==> config.mk <==
export PLATFORM = sky130hd
export DESIGN_NAME = div_req_issuer
export DESIGN_NICKNAME = d
export VERILOG_FILES = /design/src/rtl/div_pkg.sv /design/src/rtl/div_req_fifo.sv /design/src/rtl/div_req_issuer.sv
export SDC_FILE = /design/constraint.sdc
export NUM_CORES = 1
export LEC_CHECK = 0
export BUFFER_PORTS_ARGS = -buffer_cell sky130_fd_sc_hd__buf_2
export CAP_MARGIN = 25
export CORE_MARGIN = 2
export CORE_UTILIZATION = 54
export DETAILED_ROUTE_END_ITERATION = 6
export GPL_ROUTABILITY_DRIVEN = 1
export HOLD_SLACK_MARGIN = 0.08
export PLACE_DENSITY_LB_ADDON = 0.08
export SETUP_SLACK_MARGIN = 0.2
export SLEW_MARGIN = 10
export SYNTH_ARGS = -nofsm -noshare
export SYNTH_HDL_FRONTEND = slang
export SYNTH_SLANG_ARGS = --single-unit
==> constraint.sdc <==
create_clock -name clk -period 12.5 [get_ports clk]
set_input_delay 2.5 -clock clk [delete_from_list [all_inputs] [get_ports clk]]
set_output_delay 2.5 -clock clk [all_outputs]
set_load 0.02 [all_outputs]
==> src/rtl/div_pkg.sv <==
// Shared widths, mode codes and FSM encoding for the divider request issuer.
// Combinational helpers only; no latency or flow control lives here.
package div_pkg;

   localparam int DIVIDEND_W = 32;
   localparam int DIVISOR_W  = 16;
   localparam int RESULT_W   = 32;

   localparam logic MODE_DIV = 1'b0;
   localparam logic MODE_MOD = 1'b1;

   localparam logic [RESULT_W-1:0] DZ_QUOTIENT = 32'hFFFF_FFFF;

   typedef enum logic [1:0] {IDLE, ISSUE, WAIT} state_t;

   typedef struct packed {
      logic                  mode;
      logic [DIVISOR_W-1:0]  divisor;
      logic [DIVIDEND_W-1:0] dividend;
   } op_t;

   // A zero divisor yields all-ones for divide and leaves the dividend as the remainder.
   function automatic logic [RESULT_W-1:0] dz_result(input logic mode,
                                                     input logic [DIVIDEND_W-1:0] dividend);
      return (mode == MODE_MOD) ? dividend : DZ_QUOTIENT;
   endfunction

endpackage

==> src/rtl/div_req_fifo.sv <==
// Synchronous FIFO with combinational head read; 1-cycle write-to-read latency.
// Push is ignored when full unless popping in the same cycle; pop is ignored when empty.
module div_req_fifo #(
   parameter int DEPTH = 4,
   parameter int WIDTH = 8
) (
   input  logic             clk,
   input  logic             reset,
   input  logic             push,
   input  logic [WIDTH-1:0] wdata,
   input  logic             pop,
   output logic [WIDTH-1:0] rdata,
   output logic             full,
   output logic             empty
);

   localparam int AW = $clog2(DEPTH);
   localparam logic [AW-1:0] PTR_ONE  = AW'(1);
   localparam logic [AW:0]   CNT_ONE  = (AW+1)'(1);
   localparam logic [AW:0]   FULL_CNT = (AW+1)'(DEPTH);

   logic [WIDTH-1:0] mem [DEPTH];
   logic [AW-1:0]    wr_ptr;
   logic [AW-1:0]    rd_ptr;
   logic [AW:0]      count;
   logic             push_en;
   logic             pop_en;

   assign full    = (count == FULL_CNT);
   assign empty   = (count == '0);
   assign pop_en  = pop & ~empty;
   assign push_en = push & (~full | pop_en);
   assign rdata   = mem[rd_ptr];

   // Power-of-two depth lets the pointers wrap by natural overflow.
   always_ff @(posedge clk or posedge reset) begin
      if (reset) begin
         wr_ptr <= '0;
         rd_ptr <= '0;
         count  <= '0;
         for (int i = 0; i < DEPTH; i++) mem[i] <= '0;
      end else begin
         if (push_en) begin
            mem[wr_ptr] <= wdata;
            wr_ptr      <= wr_ptr + PTR_ONE;
         end
         if (pop_en) rd_ptr <= rd_ptr + PTR_ONE;
         if (push_en && !pop_en)      count <= count + CNT_ONE;
         else if (pop_en && !push_en) count <= count - CNT_ONE;
      end
   end

endmodule

==> src/rtl/div_req_issuer.sv <==
// Queues tagged divide/modulo requests and issues them one at a time to the divider; issue 1 cycle after enqueue, response 1 cycle after result.
// req_ready drops when the FIFO is full; no op issues while the response slot is occupied and not draining.
module div_req_issuer
   import div_pkg::*;
#(
   parameter int FIFO_DEPTH = 4,
   parameter int TAG_W      = 4
) (
   input  logic                  clk,
   input  logic                  reset,
   input  logic                  req_valid,
   output logic                  req_ready,
   input  logic                  req_mode,
   input  logic [DIVISOR_W-1:0]  req_divisor,
   input  logic [DIVIDEND_W-1:0] req_dividend,
   input  logic [TAG_W-1:0]      req_tag,
   output logic                  div_valid_in,
   output logic                  div_mode,
   output logic [DIVISOR_W-1:0]  div_divisor,
   output logic [DIVIDEND_W-1:0] div_dividend,
   input  logic                  div_busy,
   input  logic                  div_valid_out,
   input  logic [RESULT_W-1:0]   div_result,
   output logic                  rsp_valid,
   input  logic                  rsp_ready,
   output logic [RESULT_W-1:0]   rsp_result,
   output logic [TAG_W-1:0]      rsp_tag,
   output logic                  rsp_dz,
   output logic                  err_spurious
);

   localparam int FIFO_W = $bits(op_t) + TAG_W;

   logic              fifo_full;
   logic              fifo_empty;
   logic              fifo_pop;
   logic [FIFO_W-1:0] fifo_head;
   op_t               head_op;
   logic [TAG_W-1:0]  head_tag;
   op_t               req_op;

   state_t                state, state_n;
   logic                  div_valid_in_n;
   logic                  div_mode_n;
   logic [DIVISOR_W-1:0]  div_divisor_n;
   logic [DIVIDEND_W-1:0] div_dividend_n;
   logic [TAG_W-1:0]      issued_tag, issued_tag_n;
   logic                  rsp_valid_n;
   logic [RESULT_W-1:0]   rsp_result_n;
   logic [TAG_W-1:0]      rsp_tag_n;
   logic                  rsp_dz_n;
   logic                  err_spurious_n;
   logic                  slot_free;

   assign req_op.mode     = req_mode;
   assign req_op.divisor  = req_divisor;
   assign req_op.dividend = req_dividend;
   assign req_ready       = ~fifo_full;

   div_req_fifo #(
      .DEPTH (FIFO_DEPTH),
      .WIDTH (FIFO_W)
   ) u_fifo (
      .clk   (clk),
      .reset (reset),
      .push  (req_valid & req_ready),
      .wdata ({req_op, req_tag}),
      .pop   (fifo_pop),
      .rdata (fifo_head),
      .full  (fifo_full),
      .empty (fifo_empty)
   );

   assign head_op   = fifo_head[FIFO_W-1:TAG_W];
   assign head_tag  = fifo_head[TAG_W-1:0];
   assign slot_free = ~rsp_valid | rsp_ready;

   always_comb begin
      state_n        = state;
      fifo_pop       = 1'b0;
      div_valid_in_n = 1'b0;
      div_mode_n     = div_mode;
      div_divisor_n  = div_divisor;
      div_dividend_n = div_dividend;
      issued_tag_n   = issued_tag;
      rsp_valid_n    = rsp_valid & ~rsp_ready;
      rsp_result_n   = rsp_result;
      rsp_tag_n      = rsp_tag;
      rsp_dz_n       = rsp_dz;
      err_spurious_n = err_spurious | (div_valid_out & (state != WAIT));

      case (state)
         IDLE: begin
            if (!fifo_empty && slot_free) begin
               if (head_op.divisor == '0) begin
                  fifo_pop     = 1'b1;
                  rsp_valid_n  = 1'b1;
                  rsp_result_n = dz_result(head_op.mode, head_op.dividend);
                  rsp_tag_n    = head_tag;
                  rsp_dz_n     = 1'b1;
               end else if (!div_busy) begin
                  fifo_pop       = 1'b1;
                  div_valid_in_n = 1'b1;
                  div_mode_n     = head_op.mode;
                  div_divisor_n  = head_op.divisor;
                  div_dividend_n = head_op.dividend;
                  issued_tag_n   = head_tag;
                  state_n        = ISSUE;
               end
            end
         end
         ISSUE: state_n = WAIT;
         WAIT: begin
            // The slot was free at issue time, so this load can never overwrite a pending response.
            if (div_valid_out) begin
               rsp_valid_n  = 1'b1;
               rsp_result_n = div_result;
               rsp_tag_n    = issued_tag;
               rsp_dz_n     = 1'b0;
               state_n      = IDLE;
            end
         end
         default: state_n = IDLE;
      endcase
   end

   always_ff @(posedge clk or posedge reset) begin
      if (reset) begin
         state        <= IDLE;
         div_valid_in <= 1'b0;
         div_mode     <= 1'b0;
         div_divisor  <= '0;
         div_dividend <= '0;
         issued_tag   <= '0;
         rsp_valid    <= 1'b0;
         rsp_result   <= '0;
         rsp_tag      <= '0;
         rsp_dz       <= 1'b0;
         err_spurious <= 1'b0;
      end else begin
         state        <= state_n;
         div_valid_in <= div_valid_in_n;
         div_mode     <= div_mode_n;
         div_divisor  <= div_divisor_n;
         div_dividend <= div_dividend_n;
         issued_tag   <= issued_tag_n;
         rsp_valid    <= rsp_valid_n;
         rsp_result   <= rsp_result_n;
         rsp_tag      <= rsp_tag_n;
         rsp_dz       <= rsp_dz_n;
         err_spurious <= err_spurious_n;
      end
   end

endmodule

### Word level (Yosys, flattened, before mapping)

Index checks and enable logic that the tools add are counted.

* bitwise operators: 16
* reductions and logical operators: 15
* shifts and indexed selects: 0
* multiply operators: 0
* add/subtract/negate cells: 4
* eq/ne operators: 9
* muxes and demuxes: 37
* order comparisons: 3
* div/mod/pow operators: 0

Operators with widths (count)
* bitwise mux 212 bit: 1
* two-way mux 53 bit: 3
* two-way mux 32 bit: 4
* binary-select mux 53 bit (select 2 bit): 1
* demux 53 bit (select 2 bit): 1
* case mux 32 bit (2 select lines): 1
* logical NOT 16 bit: 1
* two-way mux 1 bit: 13
* two-way mux 4 bit: 3
* != test 2 bit, second input constant: 6
* AND reduction 4 bit: 3
* two-way mux 2 bit: 4
* case mux 4 bit (2 select lines): 1
* >= comparator 3 bit, second input constant: 2
* two-way mux 3 bit: 2
* NOT 1 bit: 6
* NOT 2 -> 3 bit: 2
* case mux 2 bit (3 select lines): 1
* AND 1 bit: 5
* adder 2 x 1 -> 2 bit, second input constant: 2
* logical AND 1 bit: 4
* case mux 1 bit (2 select lines): 2
* nonzero test 2 bit: 2
* adder 3 x 1 -> 3 bit, second input constant: 1
* 9 further kinds: 13

* bits in latches: 0
* memories: 0
* memory bits (writable): 0
* output and inout port bits: 90
* word-level logic and storage cells: 102
* bits in read-only memories: 0
* bits of input ports: 91
* flip-flop bits (word level): 314

### Logic depth before layout (Yosys ltp)

* word-level depth: 15
* depth in mapped cells: 13
* depth with buffers taken out: 11

### Cells and area by module

From an unflattened synthesis, not the netlist that was laid out.

* cells, all modules: 880
* area, all modules: 13795.7 sq um

Modules (own cells, without submodules)
* div_req_fifo: instances 1, area each 9618.0 sq um, seq. area each 5480.3 sq um, cells an instance 549
* div_req_issuer: instances 1, area each 4177.8 sq um, seq. area each 2377.3 sq um, cells an instance 331

### Least setup slack after synthesis

Ideal clock, no wire load.

* path kind: input to register
* start point: in rsp_ready
* end point: reg u_fifo.count[1]
* setup time: 0.125 ns
* arrival time: 4.112 ns
* slack: 8.263 ns
* cell stages on the path: 9
* required time: 12.375 ns
* cell sequence: nand2b_1 > o31ai_1 > or3_1 > inv_1 > o21ai_0 > ha_1 > inv_1 > fa_1 > mux2_2

* cells in the longest elaborated chain, start to end: 10

RTL lines
* from (decl): line div_req_issuer.sv:25 `input logic rsp_ready,`
* bitwise OR 1 bit *: line div_req_issuer.sv:76 `assign slot_free = ~rsp_valid | rsp_ready;`
* logical AND 1 bit *: line div_req_issuer.sv:94 `if (!fifo_empty && slot_free) begin`
* two-way mux 1 bit *: line div_req_issuer.sv:94
* two-way mux 1 bit *: line div_req_issuer.sv:92 `case (state)`
* AND 1 bit *: line div_req_fifo.sv:31 `assign pop_en = pop & ~empty;`
* bitwise OR 1 bit: line div_req_fifo.sv:32 `assign push_en = push & (~full | pop_en);`
* AND 1 bit: line div_req_fifo.sv:32
* logical NOT 1 bit: line div_req_fifo.sv:49 `else if (pop_en && !push_en) count <= count - CNT_ONE;`
* logical AND 1 bit: line div_req_fifo.sv:49
* nonzero test 2 bit (no line)
* to (signal assigned): line div_req_fifo.sv:48 `if (push_en && !pop_en) count <= count + CNT_ONE;`
* to (signal assigned): line div_req_fifo.sv:49
* to (decl): line div_req_fifo.sv:25 `logic [AW:0] count;`

Every way passes the cells marked *; elsewhere a longest branch is shown, timed or not.
A chain may end at the register's enable or synchronous reset.

### Worst setup path in the final report

* start point: reg u_fifo.rd_ptr[1]
* end point: reg div_dividend[25]

* cells in the longest elaborated chain, start to end: 7

RTL lines
* from (decl): line div_req_fifo.sv:24 `logic [AW-1:0] rd_ptr;`
* from (signal assigned): line div_req_fifo.sv:47 `if (pop_en) rd_ptr <= rd_ptr + PTR_ONE;`
* NOT 2 -> 3 bit (implied by the code) *: line div_req_fifo.sv:33 `assign rdata = mem[rd_ptr];`
* binary-select mux 53 bit (select 2 bit) *: line div_req_fifo.sv:33
* two-way mux 53 bit (implied by the code) * (2 in series): line div_req_fifo.sv:33
* logical NOT 16 bit: line div_req_issuer.sv:95 `if (head_op.divisor == '0) begin`
* NOT 1 bit (no line)
* AND reduction 4 bit (no line)
* to (signal assigned): line div_req_issuer.sv:145 `div_dividend <= div_dividend_n;`
* to (decl): line div_req_issuer.sv:20 `output logic [DIVIDEND_W-1:0] div_dividend,`

Every way passes the cells marked *; elsewhere a longest branch is shown, timed or not. The select of a mux whose other input is x is not followed.

==> results.cfg <==
[routing]
dr.pass1.iters = 5
wire_per_inst_um = 19.72
drt-total-wl_um = 27900
first_iter_violations = 381
vias = 7883
drc = 0
ant_nets = 0
vias_per_cell = 5.571

[global_routing]
grt_usage_pct = 21.55
grt_max_degree = 126
overflow = 0
antenna_found_initial = 2
grt_pass1_vias = 8335
grt_first_pass_wirelength_um = 45280

[sta]
fin_crit_sh_pct = 34.65
slew_headroom_pct = 43.17
drv_slew = 0
setup_viol = 0
finalCriticalPeriod_ns = 4.332
rsz0062_at_grt = false
hold_viol_final = 0
tightest_slew_ns = 0.8525
max_freq_ghz = 0.2309
finClkSkew_ns = 0.01380
fin_tns_setup_ns = 0

[layout]
fillCellCount = 1906
areaGrowthSynthToFinish_pct = 16.69
final_cell_mix = dfrtp_1 (312), mux2_2 (257), buf_2 (180)
final_area_sq_um = 16160
final_nets = 1158
layout.area.seq_sq_um = 7863
drive_above_1_share_pct = 56.09
final_common_cell = dfrtp_1
multi_input_area_sq_um = 5622

[logic_synthesis]
syn_area_per_cell_sq_um = 15.66
synth_cell_types = 36
syn-instance-count = 884
syn_area_sq_um = 13850
yosysWarnings = 0
synth-seq-area-share_pct = 56.75
syn-num-nets = 981
yosys_register_bits = 314

[floorplanning]
start_util_pct = 54.98
die_w_um = 164.1
die_area_sq_um = 26940
core_area_sq_um = 25180
row_count = 58
ios = 181
die_h_um = 164.1

[clock_network]
postCtsSetupBuffers = 0
clockBufferDepth = 3
root_buffer = clkbuf_16
clock_sinks = 314
numCtsBuffers = 35
path_clk_slew_ns = 0.06
clkLatencyLatePin_ns = 0.50
htreeDepth = 2
cts_tree = done
postCtsHoldBufs = 0
cts_resized = 0

[critical_path]
path_common_cell = buf_4
critPathRequiredTime_ns = 12.88
path_class = flop to flop
cp_num_buf_inv = 3
worstPathArrival_ns = 4.71
crit_chain = buf_4 -> buf_16 -> mux4_1 -> nor4_1 -> nand2_1 -> nor2_4 -> or3_4 -> buf_4 -> mux2_2
path_delay_family = buffers and inverters
critical-path-max-stage-delay_ns = 0.70
path_max_fanout = 35
crit_path_top_delay_cell = mux4_1
crit_path_end_kind = flop
critPathLaunchType = flop

[worst_hold_path]
hold_class = flop to flop

[placed_design]
dp_hpwl_um = 17250
placed_cell_area_sq_um = 14950
gp_congestion = 0.7208
portBuffers = 180

[power_and_ir_drop]
ir_drop_mv = 0.1492
pwr_density_cell_nw_per_um2 = 304.9
p_leak_nw = 7.326

[run]
maxCapViolCount = 0

[outcome]
status = completed
[state kept, by name, indices dropped and copies added (netlist names)]
| name | cells |
|---|---|
| u_fifo.rd_ptr | 2 |
| div_dividend | 32 |
| err_spurious | 1 |
| div_divisor | 16 |
| u_fifo.count | 3 |
| rsp_dz | 1 |
| state | 2 |
| issued_tag | 4 |
| div_mode | 1 |
| rsp_result | 32 |
| div_valid_in | 1 |
| u_fifo.mem | 212 |
| rsp_valid | 1 |
| u_fifo.wr_ptr | 2 |
| rsp_tag | 4 |
[synthesized netlist by cell type, drive strengths merged]
cell,number,area [sq um]
clkbuf,31,116.4
a21oi,32,160.2
nor4,4,25.02
xor2,2,17.52
inv,10,37.54
nand2,11,41.29
o311ai,1,8.760
mux2,306,3622
a21boi,1,7.510
mux2i,2,20.02
ha,5,62.56
or3,2,12.51
nor2,69,266.5
o31ai,1,7.510
buf,23,241.5
fa,1,20.02
nand3,1,5.000
o21ai,5,36.28
xnor2,4,35.03
o211ai,1,7.510
dfrtp,314,7858
and2,1,6.260
a21o,1,7.510
o21a,1,7.510
mux4,52,1197
nand2b,3,18.77
[kinds of logic after synthesis]
kind of cell	after synthesis	share of synthesized area (%)
xor+xnor	6	0.3795
compound gates	43	1.753
flops	314	56.75
buf+inv	64	2.856
mux	360	34.95
fa+ha+maj	6	0.5964
simple gates	91	2.711
[per-stage QoR]
step	power, W	utilization [%]	std cells	worst slack [ns]	hold WS, ns
after floorplan	0.003426	-	884	1.314	0.4704
after global placement	0.003862	59.30	1352	7.553	0.4353
after detailed placement	0.003927	59.36	1353	7.566	0.4433
after CTS	0.004980	64.04	1413	7.871	0.4571
after global routing	0.005249	64.15	1414	7.839	0.4647
final	0.004926	64.16	1415	8.168	0.4562
[metal layers]
layer  global-route usage (%)  wire [um]  vias up
met5                        0          7        -
met4                    4.984        501        2
met3                    4.192       1504       43
met2                    35.26      13450      167
met1                    30.10      12440     4118
li1                         -          -     3553
[worst paths after layout]
| path | start | to | slack, ns | cells past startpoint |
|---|---|---|---|---|
| max in group asynchronous | reset | u_fifo.mem[82] | 8.25 | 4 |
| worst max-delay path | u_fifo.rd_ptr[1] | div_dividend[25] | 8.17 | 9 |
| worst max register to register | u_fifo.rd_ptr[1] | div_dividend[25] | 8.17 | 9 |
| worst min register to register | err_spurious | err_spurious | 0.46 | 1 |
| min in group asynchronous | reset | u_fifo.mem[113] | 2.18 | 2 |
| worst min-delay path | err_spurious | err_spurious | 0.46 | 1 |
[worst reg2reg max path, cell delays in order, from the launching register on]
cell     delay (ns)
dfrtp_4        0.51
buf_4          0.33
buf_16         0.32
mux4_1         0.71
nor4_1         0.39
nand2_1        0.17
nor2_4         0.20
or3_4          0.47
buf_4          0.66
mux2_2         0.44
[final cells by class]
cell class | instances | area share (%)
Multi-Input combinational cell | 506 | 34.79
Inverter | 10 | 0.2788
Clock inverter | 5 | 0.4646
Clock buffer | 55 | 6.830
Tap cell | 330 | 2.556
Timing Repair Buffer | 194 | 6.397
Antenna cell | 1 | 0.01549
Sequential cell | 314 | 48.66
[power breakdown]
part	internal (W)	switching, W
sequential	0.00154	0.000276
clock	0.000644	0.000390
combinational	0.00113	0.000942
Note: power is estimated with default switching activity, not from simulation.
